[src/rtl/uart_rx_deserializer.sv]
// UART receive deframer: 16x-oversampled RX line to LSB-aligned words with error strobes.
// Optional break detection (break_o) is enabled by defining UART_RX_BREAK_DETECT_EN.
module uart_rx_deserializer #(
  parameter int OVERSAMPLE  = 16,
  parameter int SYNC_STAGES = 2
) (
  input  logic       clk_i,
  input  logic       rst_i,
  input  logic       ov_baud_tick_i,
  input  logic       rx_i,
  input  logic       rx_enable_i,
  input  logic [1:0] data_width_i,
  input  logic [1:0] stop_bits_i,
  input  logic [1:0] parity_mode_i,
  input  logic       fifo_full_i,
  output logic [7:0] rx_data_o,
  output logic       rx_valid_o,
  output logic       frame_error_o,
  output logic       parity_error_o,
  output logic       overrun_error_o,
  output logic       rx_idle_o
`ifdef UART_RX_BREAK_DETECT_EN
  ,
  output logic       break_o
`endif
);

  localparam int TICK_W = $clog2(OVERSAMPLE);
  localparam logic [TICK_W-1:0] HALF_LAST = TICK_W'(OVERSAMPLE / 2 - 1);
  localparam logic [TICK_W-1:0] FULL_LAST = TICK_W'(OVERSAMPLE - 1);

  typedef enum logic [2:0] {
    ST_IDLE   = 3'd0,
    ST_START  = 3'd1,
    ST_DATA   = 3'd2,
    ST_PARITY = 3'd3,
    ST_STOP   = 3'd4
  } state_e;

  // XOR-reduction of the data word together with the received parity bit
  function automatic logic parity_of(input logic [7:0] data, input logic pbit);
    return (^data) ^ pbit;
  endfunction

  logic [SYNC_STAGES-1:0] sync_r;
  logic                   rx_prev_r;
  logic                   rx_sync_s;
  logic                   fall_s;

  state_e                 state_r;
  logic [TICK_W-1:0]      tick_cnt_r;
  logic [2:0]             bit_cnt_r;
  logic                   stop_cnt_r;
  logic [7:0]             data_r;
  logic [1:0]             dw_r;
  logic                   two_stop_r;
  logic [1:0]             pmode_r;
  logic                   frame_err_r;
  logic                   par_err_r;
  logic                   stop_err_s;
  logic [2:0]             last_bit_s;
  logic                   mid_s;
  logic                   end_s;

  logic [7:0]             rx_data_r;
  logic                   rx_valid_r;
  logic                   frame_error_r;
  logic                   parity_error_r;
  logic                   overrun_error_r;
  logic                   rx_idle_r;
`ifdef UART_RX_BREAK_DETECT_EN
  logic                   par_bit_r;
  logic                   break_r;
`endif

  assign rx_sync_s  = sync_r[SYNC_STAGES-1];
  assign fall_s     = rx_prev_r & ~rx_sync_s;
  assign mid_s      = ov_baud_tick_i & (tick_cnt_r == HALF_LAST);
  assign end_s      = ov_baud_tick_i & (tick_cnt_r == FULL_LAST);
  assign last_bit_s = {1'b0, dw_r} + 3'd4;
  assign stop_err_s = frame_err_r | ~rx_sync_s;

  // Metastability synchronizer and previous-sample register for edge detection
  always_ff @(posedge clk_i or posedge rst_i) begin
    if (rst_i) begin
      sync_r    <= {SYNC_STAGES{1'b1}};
      rx_prev_r <= 1'b1;
    end else begin
      sync_r    <= {sync_r[SYNC_STAGES-2:0], rx_i};
      rx_prev_r <= rx_sync_s;
    end
  end

  // Receive FSM with registered output strobes
  always_ff @(posedge clk_i or posedge rst_i) begin
    if (rst_i) begin
      state_r         <= ST_IDLE;
      tick_cnt_r      <= '0;
      bit_cnt_r       <= 3'd0;
      stop_cnt_r      <= 1'b0;
      data_r          <= 8'h00;
      dw_r            <= 2'b00;
      two_stop_r      <= 1'b0;
      pmode_r         <= 2'b00;
      frame_err_r     <= 1'b0;
      par_err_r       <= 1'b0;
      rx_data_r       <= 8'h00;
      rx_valid_r      <= 1'b0;
      frame_error_r   <= 1'b0;
      parity_error_r  <= 1'b0;
      overrun_error_r <= 1'b0;
      rx_idle_r       <= 1'b1;
`ifdef UART_RX_BREAK_DETECT_EN
      par_bit_r       <= 1'b0;
      break_r         <= 1'b0;
`endif
    end else begin
      rx_valid_r      <= 1'b0;
      frame_error_r   <= 1'b0;
      parity_error_r  <= 1'b0;
      overrun_error_r <= 1'b0;
`ifdef UART_RX_BREAK_DETECT_EN
      break_r         <= 1'b0;
`endif
      if (!rx_enable_i) begin
        state_r   <= ST_IDLE;
        rx_idle_r <= 1'b1;
      end else begin
        case (state_r)
          ST_IDLE: begin
            if (fall_s) begin
              // a tick coinciding with the edge is already the first START tick
              state_r    <= ST_START;
              rx_idle_r  <= 1'b0;
              tick_cnt_r <= ov_baud_tick_i ? TICK_W'(1) : TICK_W'(0);
            end
          end
          ST_START: begin
            if (mid_s) begin
              tick_cnt_r <= '0;
              if (!rx_sync_s) begin
                state_r     <= ST_DATA;
                dw_r        <= data_width_i;
                two_stop_r  <= (stop_bits_i == 2'b01);
                pmode_r     <= parity_mode_i;
                data_r      <= 8'h00;
                bit_cnt_r   <= 3'd0;
                stop_cnt_r  <= 1'b0;
                frame_err_r <= 1'b0;
                par_err_r   <= 1'b0;
`ifdef UART_RX_BREAK_DETECT_EN
                par_bit_r   <= 1'b0;
`endif
              end else begin
                state_r   <= ST_IDLE;
                rx_idle_r <= 1'b1;
              end
            end else if (ov_baud_tick_i) begin
              tick_cnt_r <= tick_cnt_r + TICK_W'(1);
            end
          end
          ST_DATA: begin
            if (end_s) begin
              tick_cnt_r        <= '0;
              data_r[bit_cnt_r] <= rx_sync_s;
              if (bit_cnt_r == last_bit_s) begin
                state_r <= pmode_r[1] ? ST_STOP : ST_PARITY;
              end else begin
                bit_cnt_r <= bit_cnt_r + 3'd1;
              end
            end else if (ov_baud_tick_i) begin
              tick_cnt_r <= tick_cnt_r + TICK_W'(1);
            end
          end
          ST_PARITY: begin
            if (end_s) begin
              tick_cnt_r <= '0;
              par_err_r  <= (parity_of(data_r, rx_sync_s) != pmode_r[0]);
`ifdef UART_RX_BREAK_DETECT_EN
              par_bit_r  <= rx_sync_s;
`endif
              state_r    <= ST_STOP;
            end else if (ov_baud_tick_i) begin
              tick_cnt_r <= tick_cnt_r + TICK_W'(1);
            end
          end
          ST_STOP: begin
            if (end_s) begin
              tick_cnt_r <= '0;
              if (two_stop_r && !stop_cnt_r) begin
                stop_cnt_r  <= 1'b1;
                frame_err_r <= stop_err_s;
              end else begin
                // completion happens at the last stop mid-bit, not at bit end
                state_r   <= ST_IDLE;
                rx_idle_r <= 1'b1;
`ifdef UART_RX_BREAK_DETECT_EN
                if ((data_r == 8'h00) && !par_bit_r && !rx_sync_s) begin
                  break_r <= 1'b1;
                end else begin
`else
                begin
`endif
                  frame_error_r  <= stop_err_s;
                  parity_error_r <= par_err_r;
                  if (fifo_full_i) begin
                    overrun_error_r <= 1'b1;
                  end else begin
                    rx_valid_r <= 1'b1;
                    rx_data_r  <= data_r;
                  end
                end
              end
            end else if (ov_baud_tick_i) begin
              tick_cnt_r <= tick_cnt_r + TICK_W'(1);
            end
          end
          default: begin
            state_r   <= ST_IDLE;
            rx_idle_r <= 1'b1;
          end
        endcase
      end
    end
  end

  assign rx_data_o       = rx_data_r;
  assign rx_valid_o      = rx_valid_r;
  assign frame_error_o   = frame_error_r;
  assign parity_error_o  = parity_error_r;
  assign overrun_error_o = overrun_error_r;
  assign rx_idle_o       = rx_idle_r;
`ifdef UART_RX_BREAK_DETECT_EN
  assign break_o         = break_r;
`endif

endmodule

[config.mk]
export PLATFORM = sky130hd
export DESIGN_NAME = uart_rx_deserializer
export DESIGN_NICKNAME = d
export VERILOG_FILES = /design/src/rtl/uart_rx_deserializer.sv
export SDC_FILE = /design/constraint.sdc
export NUM_CORES = 1
export LEC_CHECK = 0
export ABC_AREA = 1
export CAP_MARGIN = 0
export CORE_UTILIZATION = 52
export DETAILED_ROUTE_END_ITERATION = 12
export PLACE_DENSITY = 0.73
export SLEW_MARGIN = 5
export SYNTH_ARGS = -nofsm -noshare
export SYNTH_HDL_FRONTEND = slang
export SYNTH_SLANG_ARGS = --single-unit
[constraint.sdc]
create_clock -name clk_i -period 1.6 [get_ports clk_i]
set_input_delay 0.24 -clock clk_i [delete_from_list [all_inputs] [get_ports clk_i]]
set_output_delay 0.24 -clock clk_i [all_outputs]
set_load 0.02 [all_outputs]
==> metrics.md <==
| Metric | Value |
|---|---|
| Critical Path AT | `1.79 ns` |
| Worst reg2reg path endpoint | `rx_data_o[5]` |
| Overall routing resource usage | `22.0%` |
| Total gr overflow | `0` |
| RSZ-0062 raised after global routing | `true` |
| Final worst path period share | `99.8%` |
| Crit-path max cell delay | `0.40 ns` |
| Nets@finish | `377` |
| Hold Vio Cnt, Final | `0` |
| DRC | `0` |
| Met1 Wirelength | `2.41 mm` |
| Final Util | `69.3%` |
| GPL Wtd Cong | `0.868` |
| Clock latency reported for the late side of the worst-skew pair | `0.29 ns` |
| Die footprint | `0.00487 mm2` |
| CP bufs+invs | `2` |
| Site Rows | `24` |
| R2R Setup Slk | `0.003 ns` |
| Ranking of synthesized cells by area | `dfrtp_1 40%, nand2_1 17%, nand3_1 5.7%` |
| Required @ worst endpoint | `1.79 ns` |
| Setup crit end kind | `register` |
| Min Tclk post-route | `1.60 ns` |
| Maximum clock frequency | `0.626 GHz` |
| Initial antenna violation count | `0` |
| Actual slew at the worst max-slew pin | `0.338 ns` |
| Family with the most delay on the worst path | `simple AND/OR/NAND/NOR gates` |
| DR WL met2 | `2.46 mm` |
| IO Count | `25` |
| Router iterations before antenna repair | `4` |
| Synth cell count leaders | `106 x nand2_1, 38 x dfrtp_1, 33 x inv_1` |
| Crit path max-delay cell type | `dfrtp_1` |
| Share of the synthesized area in the top cell type | `39.8%` |
| Critical Path Stages | `8` |
| Cell taking the most area after synthesis | `dfrtp_1` |
| Share of layout cells above drive strength 1 | `23.6%` |
| Post-synth ARST share | `100%` |
| Clk root buf | `clkbuf_8` |
| Mean Syn Cell Area | `7.61 um2` |
| First-pass GRT wire length | `8.52 mm` |
| CP Class | `register to register` |
| Via count | `2111` |
| Post-synth net total | `328` |
| Ys Warns | `0` |
| Max cap viols | `0` |
| Post-synthesis cell area | `0.00239 mm2` |
| Vias in the first global route | `1865` |
| Effective utilization at floorplan | `54.5%` |
| Largest net degree at the start of global routing | `43` |
| EDFF count, synth | `0` |
| Clock Pin Slew Worst Setup and Hold Paths | `0.08 ns` |
| Static Leak | `1.50 nW` |
| Core Area | `0.00438 mm2` |
| Routed WL | `5.09 mm` |
| R2R cell count | `8` |
| Highest Signal Layer | `met4` |
| Worst path cell trace | `ha_4 -> nand4_1 -> buf_4 -> nor3_4 -> buf_6 -> nand2_8 -> nand2_2 -> nand2_1` |
| Sink Count | `42` |
| CP Max Fanout | `7` |
| Cell with the most instances after synthesis | `nand2_1` |
| Unique cell type count in the Yosys netlist | `35` |
| Number of buffers created by CTS | `5` |
| Clock tree buffer depth | `2` |
| Worst setup path start | `tick_cnt_r[1]` |
| Dpl hpwl | `3.51 mm` |
| CTS tree | `done` |
| Final setup viols | `0` |
| Routed wl met3 | `198 um` |
| Die X-Extent | `69.8 um` |
| Antenna diodes | `0` |
| Vias per std cell | `5.07` |
| Critical path destination | `rx_data_o[5]` |
| Routed Antenna Nets | `0` |
| Crit Reg-Reg Startpoint | `tick_cnt_r[1]` |
| Port-buffer cells | `24` |
| Avg WL per Cell | `12.2 um` |
| Die height | `69.8 um` |
| Tightest Hold Check Type | `primary input to asynchronous set/reset pin` |
| Peak VDD IR | `0.616 mV` |
| Cts-stage hold buffer count | `0` |
| Max-slew violations | `0` |
| Post-Syn Instances | `314` |
| Pwr dens | `1190 mW/mm2` |
| Detailed router's first-iteration violation count | `117` |
| Slew headroom | `77.4%` |
| Main synth FF type | `dfrtp_1` |
| #FFs+latches synth | `42` |
| Worst Skew | `0.00642 ns` |
| Seq/Total Area, Yosys | `44.2%` |
| Status | `finished clean` |
| Area growth syn-to-layout | `27.1%` |
| CP Launch Type | `register` |
| H-Tree Depth | `2` |
| Setup TNS | `0 ns` |
placed cells by master (no fill, tap or decap), drive strengths merged, types with 3 or more instances in the layout:
cell type and instances:
nand3 28, nand4 4, clkdlybuf4s50 23, xnor2 3, nor3 6, clkbuf 6
dfstp 4, buf 22, dfrtp 38, o21ai 24, nand2 114, inv 38
nor2 30, or2 5, a21oi 4
through the flow:
step / hold WS [ns] / power (W) / cells / instance area, um2 / setup slack [ns]
6_report: 0.301 / 0.00360 / 416 / 3040 / 0.00258
5_1_grt: 0.343 / 0.00389 / 416 / 3040 / -0.0592
4_1_cts: 0.312 / 0.00350 / 411 / 2920 / 0.00649
3_5_place_dp: 0.347 / 0.00271 / 401 / 2790 / -0.294
3_3_place_gp: 0.348 / 0.00268 / 401 / 2790 / -0.276
2_1_floorplan: 0.244 / 0.00236 / 314 / 2390 / 0.129
metal layers:
metal	vias to the layer above	GRT usage [%]
met4	0	6.89
li1	1095	-
met3	2	4.51
met1	969	31.5
met2	45	33.4
met5	-	0
where the power goes:
group / switching, W / internal [W] / leakage (nW) / total (W)
clock: 0.000365 / 0.000347 / 0.0472 / 0.000712
combinational: 0.000952 / 0.000597 / 0.891 / 0.00155
sequential: 0.000143 / 0.00120 / 0.557 / 0.00134
worst min path at each step:
stage | startpoint | to | slack, ns | depth (start not counted)
after floorplan | rx_i | sync_r[0] | 0.24 | 0
after global placement | sync_r[0] | sync_r[1] | 0.35 | 0
after detailed placement | sync_r[0] | sync_r[1] | 0.35 | 0
after CTS | rst_i | rx_data_o[3] | 0.31 | 3
after global routing | rst_i | rx_data_o[5] | 0.34 | 3
final | rst_i | rx_data_o[5] | 0.30 | 3
registers in the layout, summed over array words and instances, names as in the netlist, 2 cells and up:
signal      count
tick_cnt_r      4
state_r         3
dw_r            2
bit_cnt_r       3
rx_data_o       8
sync_r          2
pmode_r         2
data_r          8
worst reg2reg max path, stage by stage, from the launching register on:
cell,delay [ns]
dfrtp_1,0.40
ha_4,0.17
nand4_1,0.16
buf_4,0.19
nor3_4,0.22
buf_6,0.17
nand2_8,0.08
nand2_2,0.07
nand2_1,0.04
kinds of logic after synthesis:
| family | synth area share, % |
|---|---|
| fa+ha+maj | 1.05 |
| compound gates | 8.22 |
| buf+inv | 8.17 |
| simple gates | 36.5 |
| flops | 44.2 |
| xor+xnor | 1.83 |
what timing repair did:
action / in CTS / in global routing
gates cloned: 1 / 1
endpoints found under the setup margin: 22 / 33
resized for setup: 4 / 24
pin swaps: 4 / 11
buffers inserted: 1 / 5
area by class of cell:
class                      instances  area, um2
sequential                        42       1060
fill                             357       1350
clock inverter                     2       12.5
clock buffer                       6       82.6
tap                               52       65.1
timing repair buffer              46        424
inverter                          38        148
multi-input combinational        230       1250
(Power assumes the default switching activity.)
==> edit 1: new RTL, same flow settings <==
`OVERSAMPLE`: 16 -> 8.
--- a/src/rtl/uart_rx_deserializer.sv
+++ b/src/rtl/uart_rx_deserializer.sv
@@ -1,7 +1,7 @@
 // UART receive deframer: 16x-oversampled RX line to LSB-aligned words with error strobes.
 // Optional break detection (break_o) is enabled by defining UART_RX_BREAK_DETECT_EN.
 module uart_rx_deserializer #(
-  parameter int OVERSAMPLE  = 16,
+  parameter int OVERSAMPLE  = 8,
   parameter int SYNC_STAGES = 2
 ) (
   input  logic       clk_i,
Check against the original RTL: not equivalent (a bounded check fails within 10 cycles, from zero or initial values and one cycle with rst_i high).
==> edit 1 against the original RTL <==
  * Wire length decreased by 5.9%
  * Power increased by 8.3%
  * Critical path type unchanged
  * Fmax increased by 4.0%
  * Largest cell class unchanged
  * Design area decreased by 2.4%
  * Clock power increased by 21%
  * Sequential cell count decreased by 1
  * Area after synthesis decreased by 2.3%
  * Critical path depth increased by 1
  * Worst setup slack improved by 0.061 ns
  * Sequential power increased by 4%
  * Global-route usage decreased by 0.30 points
  * Count of clock-buffer cells in the layout increased by 1
  * Highest routed layer unchanged
==> edit 1: results <==
export IMPL_status="finished clean"
export IMPL_cp_arrival_ns=1.72
export IMPL_cts_root_buf="clkbuf_8"
export IMPL_async_flop_share_pct=100
export IMPL_cp_max_fo=8
export IMPL_cts_buffers=5
export IMPL_timing_rr_start="tick_cnt_r[0]$_DFFE_PP0P_"
export IMPL_synth_top_cells_by_count="114 x nand2_1, 37 x dfrtp_1, 30 x inv_1"
export IMPL_reg2reg_depth=9
export IMPL_critPathSlowestCell="dfrtp_1"
export IMPL_dp_hpwl_um=3530
export IMPL_yosys_cell_types_count=30
export IMPL_grt_util_all_layers_pct=21.7
export IMPL_synth_flop_cell="dfrtp_1"
export IMPL_post_cts_buffers=0
export IMPL_antenna_found_initial=0
export IMPL_insertion_delay_ns=0.29
export IMPL_drtPass1Iterations=4
export IMPL_drive_gt1_share_pct=19.1
export IMPL_ctsHtreeMaxLevel=2
export IMPL_crit_type="reg -> reg"
export IMPL_r2r_end="data_r[7]$_DFFE_PP0P_"
export IMPL_tightest_slew_ns=0.300
export IMPL_synth_area_leaders="dfrtp_1 40%, nand2_1 18%, nand3_1 5.4%"
export IMPL_post_place_ws_ns=-0.164
export IMPL_ir_drop_mv=0.850
export IMPL_synth_seq_area_share_pct=44.1
export IMPL_yosys_warnings=0
export IMPL_place_gp_congestion=0.874
export IMPL_diodes=0
export IMPL_cpPeakStageDelay_ns=0.41
export IMPL_setup_ws_ns=0.0635
export IMPL_synth_fp_nets=328
export IMPL_grt_max_degree=42
export IMPL_fill_cells=377
export IMPL_nets=371
export IMPL_clk_pin_slew_worst_paths_ns=0.08
export IMPL_power_leakage_uw=0.00153
export IMPL_cts_buffer_depth=2
export IMPL_portBuffers=24
export IMPL_first_global_vias=1957
export IMPL_grt_pass1_wl_um=8490
export IMPL_routed_wl_um=4790
export IMPL_placed_area_sq_um=2750
export IMPL_whs_ns=0.309
export IMPL_hp_class="in -> async"
export IMPL_num_vias=2054
export IMPL_drtIter0Drc=116
export IMPL_clock_skew_ns=0.00452
[edit 1: per-stage QoR]
stage                     setup TNS [ns]  cells
final                                  0    408
after global routing              -0.150    408
after CTS                              0    408
after detailed placement           -3.21    400
after global placement             -2.41    400
after floorplan                        0    312
[edit 1: where the power goes]
part | switching (uW) | leakage (uW) | internal, uW | total [uW]
Combinational | 1020 | 0.000937 | 620 | 1640
Sequential | 170 | 0.000534 | 1230 | 1400
Clock | 353 | 0.0000585 | 509 | 862
[edit 1: logic make-up after synthesis]
| kind of cell | Yosys count | synth area share [%] |
|---|---|---|
| xor+xnor | 3 | 1.13 |
| fa+ha+maj | 4 | 2.14 |
| flops | 41 | 44.1 |
| compound gates | 37 | 9.86 |
| buf+inv | 41 | 7.02 |
| simple gates | 186 | 35.7 |
[edit 1: cell type report]
| type | instances | area [sq um] | area share, % |
|---|---|---|---|
| multi-input combinational | 230 | 1240 | 41.8 |
| sequential | 41 | 1030 | 34.8 |
| timing repair buffer | 40 | 372 | 12.5 |
| inverter | 37 | 139 | 4.69 |
| clock buffer | 7 | 86.3 | 2.91 |
| tap | 52 | 65.1 | 2.20 |
| clock inverter | 1 | 30.0 | 1.01 |
[edit 1: critical path: cells and delay by family, from the launching register on]
family                   cells  cell delay [ns]
AND/OR/NAND/NOR              5             0.42
flip-flops                   1             0.41
AO/OA/AOI/OAI                2             0.28
adder cells (fa/ha/maj)      2             0.32
[edit 1: routing by layer]
metal | global-route usage [%] | up-vias | part of all wire (%)
met1 | 28.9 | 938 | 49
met2 | 36.9 | 43 | 47
met3 | 3.65 | 5 | 3.5
met5 | 0 | - | 0
li1 | - | 1068 | -
met4 | 4.99 | 0 | 0.79
[edit 1: worst max-delay path by stage]
stage / cells after the start / to
after floorplan: 8 / rx_data_o[3]$_DFFE_PP0P_
after global placement: 6 / rx_data_o[3]$_DFFE_PP0P_
after detailed placement: 6 / rx_data_o[0]$_DFFE_PP0P_
after CTS: 9 / state_r[2]$_DFFE_PP0P_
after global routing: 9 / data_r[3]$_DFFE_PP0P_
final: 9 / data_r[7]$_DFFE_PP0P_
[edit 1: repair_timing]
item,4_1_cts,5_1_grt
gates resized for setup,12,11
setup endpoints to repair,21,30
pin swaps,5,5
endpoints found under the hold margin,0,0
==> edit 2: new RTL, config.mk and constraints unchanged <==
Made on the original files. Re-encode `state_e` (5 states) as Gray code, 3 bits wide.
--- a/src/rtl/uart_rx_deserializer.sv
+++ b/src/rtl/uart_rx_deserializer.sv
@@ -30,11 +30,11 @@
   localparam logic [TICK_W-1:0] FULL_LAST = TICK_W'(OVERSAMPLE - 1);
 
   typedef enum logic [2:0] {
-    ST_IDLE   = 3'd0,
-    ST_START  = 3'd1,
-    ST_DATA   = 3'd2,
-    ST_PARITY = 3'd3,
-    ST_STOP   = 3'd4
+    ST_IDLE   = 3'b000,
+    ST_START  = 3'b001,
+    ST_DATA   = 3'b011,
+    ST_PARITY = 3'b010,
+    ST_STOP   = 3'b110
   } state_e;
 
   // XOR-reduction of the data word together with the received parity bit
Formal check against the unedited RTL: no difference found for any inputs over 10 cycles, from zero or initial values and one cycle with rst_i high; not proved beyond that.
==> edit 2 against the original RTL <==
  * Sequential cell count unchanged
  * Area after synthesis up 0.79%
  * Worst setup slack better by 0.018 ns
  * Sequential power is 5% lower
  * Power down 15%
  * Design area is 0.12% higher
  * Global-route usage is 0.099 points lower
  * Non-clock buffer count rose by 1
  * Wire length barely moved
  * Combinational power fell by 30%
  * Die area rose by 0.76%
  * Sequential share of layout area barely moved
==> edit 2: results <==
export IMPL_cts_buffer_depth=2
export IMPL_grt_pass1_wl_um=8690
export IMPL_yosys_cell_types_count=33
export IMPL_diodes=0
export IMPL_instances_no_fill=429
export IMPL_synth_fp_nets=341
export IMPL_synth_top_cells_by_count="112 x nand2_1, 46 x inv_1, 38 x dfrtp_1"
export IMPL_nets=390
export IMPL_synth_seq_area_share_pct=43.8
export IMPL_post_place_ws_ns=-0.131
export IMPL_first_global_vias=1971
export IMPL_antenna_found_initial=0
export IMPL_wl_per_cell_um=11.9
export IMPL_cp_max_fo=9
export IMPL_cts_root_buf="clkbuf_8"
export IMPL_ir_drop_mv=0.699
export IMPL_clock_skew_ns=0.0101
export IMPL_power_leakage_uw=0.00158
export IMPL_drtIter0Drc=102
export IMPL_synth_area_leaders="dfrtp_1 39%, nand2_1 17%, inv_1 7.2%"
export IMPL_clk_pin_slew_worst_paths_ns=0.09
export IMPL_switching_power_uw=1140
export IMPL_syn_avg_cell_area_sq_um=7.37
export IMPL_status="finished clean"
export IMPL_place_gp_congestion=0.894
export IMPL_grt_util_all_layers_pct=21.9
export IMPL_num_vias=2170
export IMPL_drive_gt1_share_pct=20.7
export IMPL_ctsHtreeMaxLevel=2
export IMPL_place_inst=414
export IMPL_dp_hpwl_um=3630
export IMPL_tightest_slew_ns=0.338
edit 2: cell types whose count changed after synthesis, sizes merged, moves of 2 or more:
| cell | before | now |
|---|---|---|
| nand2 | 113 | 117 |
| nor2 | 29 | 33 |
| nand3b | 2 | 0 |
| inv | 38 | 49 |
edit 2: final cells by class:
cell class	count	area, sq um
timing repair buffer	47	437
clock buffer	6	82.6
clock inverter	2	12.5
tap	52	65.1
inverter	49	186
multi-input combinational	231	1200
sequential	42	1060
fill	383	1370
edit 2: path summary, 6_finish.rpt:
path | to | slack, ns | cells past startpoint
worst max-delay path | bit_cnt_r[0]$_DFFE_PP0P_ | 0.02 | 10
worst min-delay path | tick_cnt_r[3]$_DFFE_PP0P_ | 0.30 | 3
worst max register to register | bit_cnt_r[0]$_DFFE_PP0P_ | 0.02 | 10
worst min register to register | sync_r[1]$_DFF_PP1_ | 0.37 | 0
max in group asynchronous | sync_r[1]$_DFF_PP1_ | 1.03 | 3
min in group clk_i | sync_r[0]$_DFF_PP1_ | 0.34 | 1
edit 2: routing by layer:
layer	global-route usage, %	part of all wire [%]
met1	28.9	48
met5	0	0
met2	36.2	47
met4	6.22	1.5
met3	4.76	3.5
edit 2: per-stage QoR:
step	cell area, sq um	hold slack (ns)	utilization, %	power (uW)
floorplan	2410	0.244	-	1930
global placement	2830	0.346	64.1	2200
detailed placement	2830	0.352	64.1	2230
CTS	2930	0.318	66.4	2950
global route	3040	0.330	68.9	3270
finish	3040	0.304	68.9	3070
edit 2: power groups by stage:
stage	Clock, uW	Combinational (uW)	Sequential [uW]
6_report	720	1080	1270
5_1_grt	779	1210	1280
2_1_floorplan	0	679	1260
4_1_cts	740	965	1240
3_3_place_gp	0	943	1260
3_5_place_dp	0	967	1260
edit 2: what timing repair did:
action,in CTS,in global routing
hold endpoints to repair,0,0
pin swaps,0,2
setup endpoints to repair,14,32
cloned,0,0
buffers inserted,0,7
resized for setup,3,15
edit 2: cell families after synthesis:
group	Yosys count	synth area share (%)
simple gates	192	35.4
buf+inv	54	8.99
flops	42	43.8
compound gates	33	9.25
xor+xnor	4	1.45
fa+ha+maj	2	1.04
edit 2: worst max-delay path, cell delays in order (launching register included):
cell and delay, ns:
dfrtp_1 0.42, ha_4 0.18, nand3_1 0.10, nor2_2 0.14, nor2_2 0.06, nor2_4 0.13
nand2_4 0.10, inv_4 0.12, nand2_4 0.08, nand2_1 0.08, o21ai_2 0.05
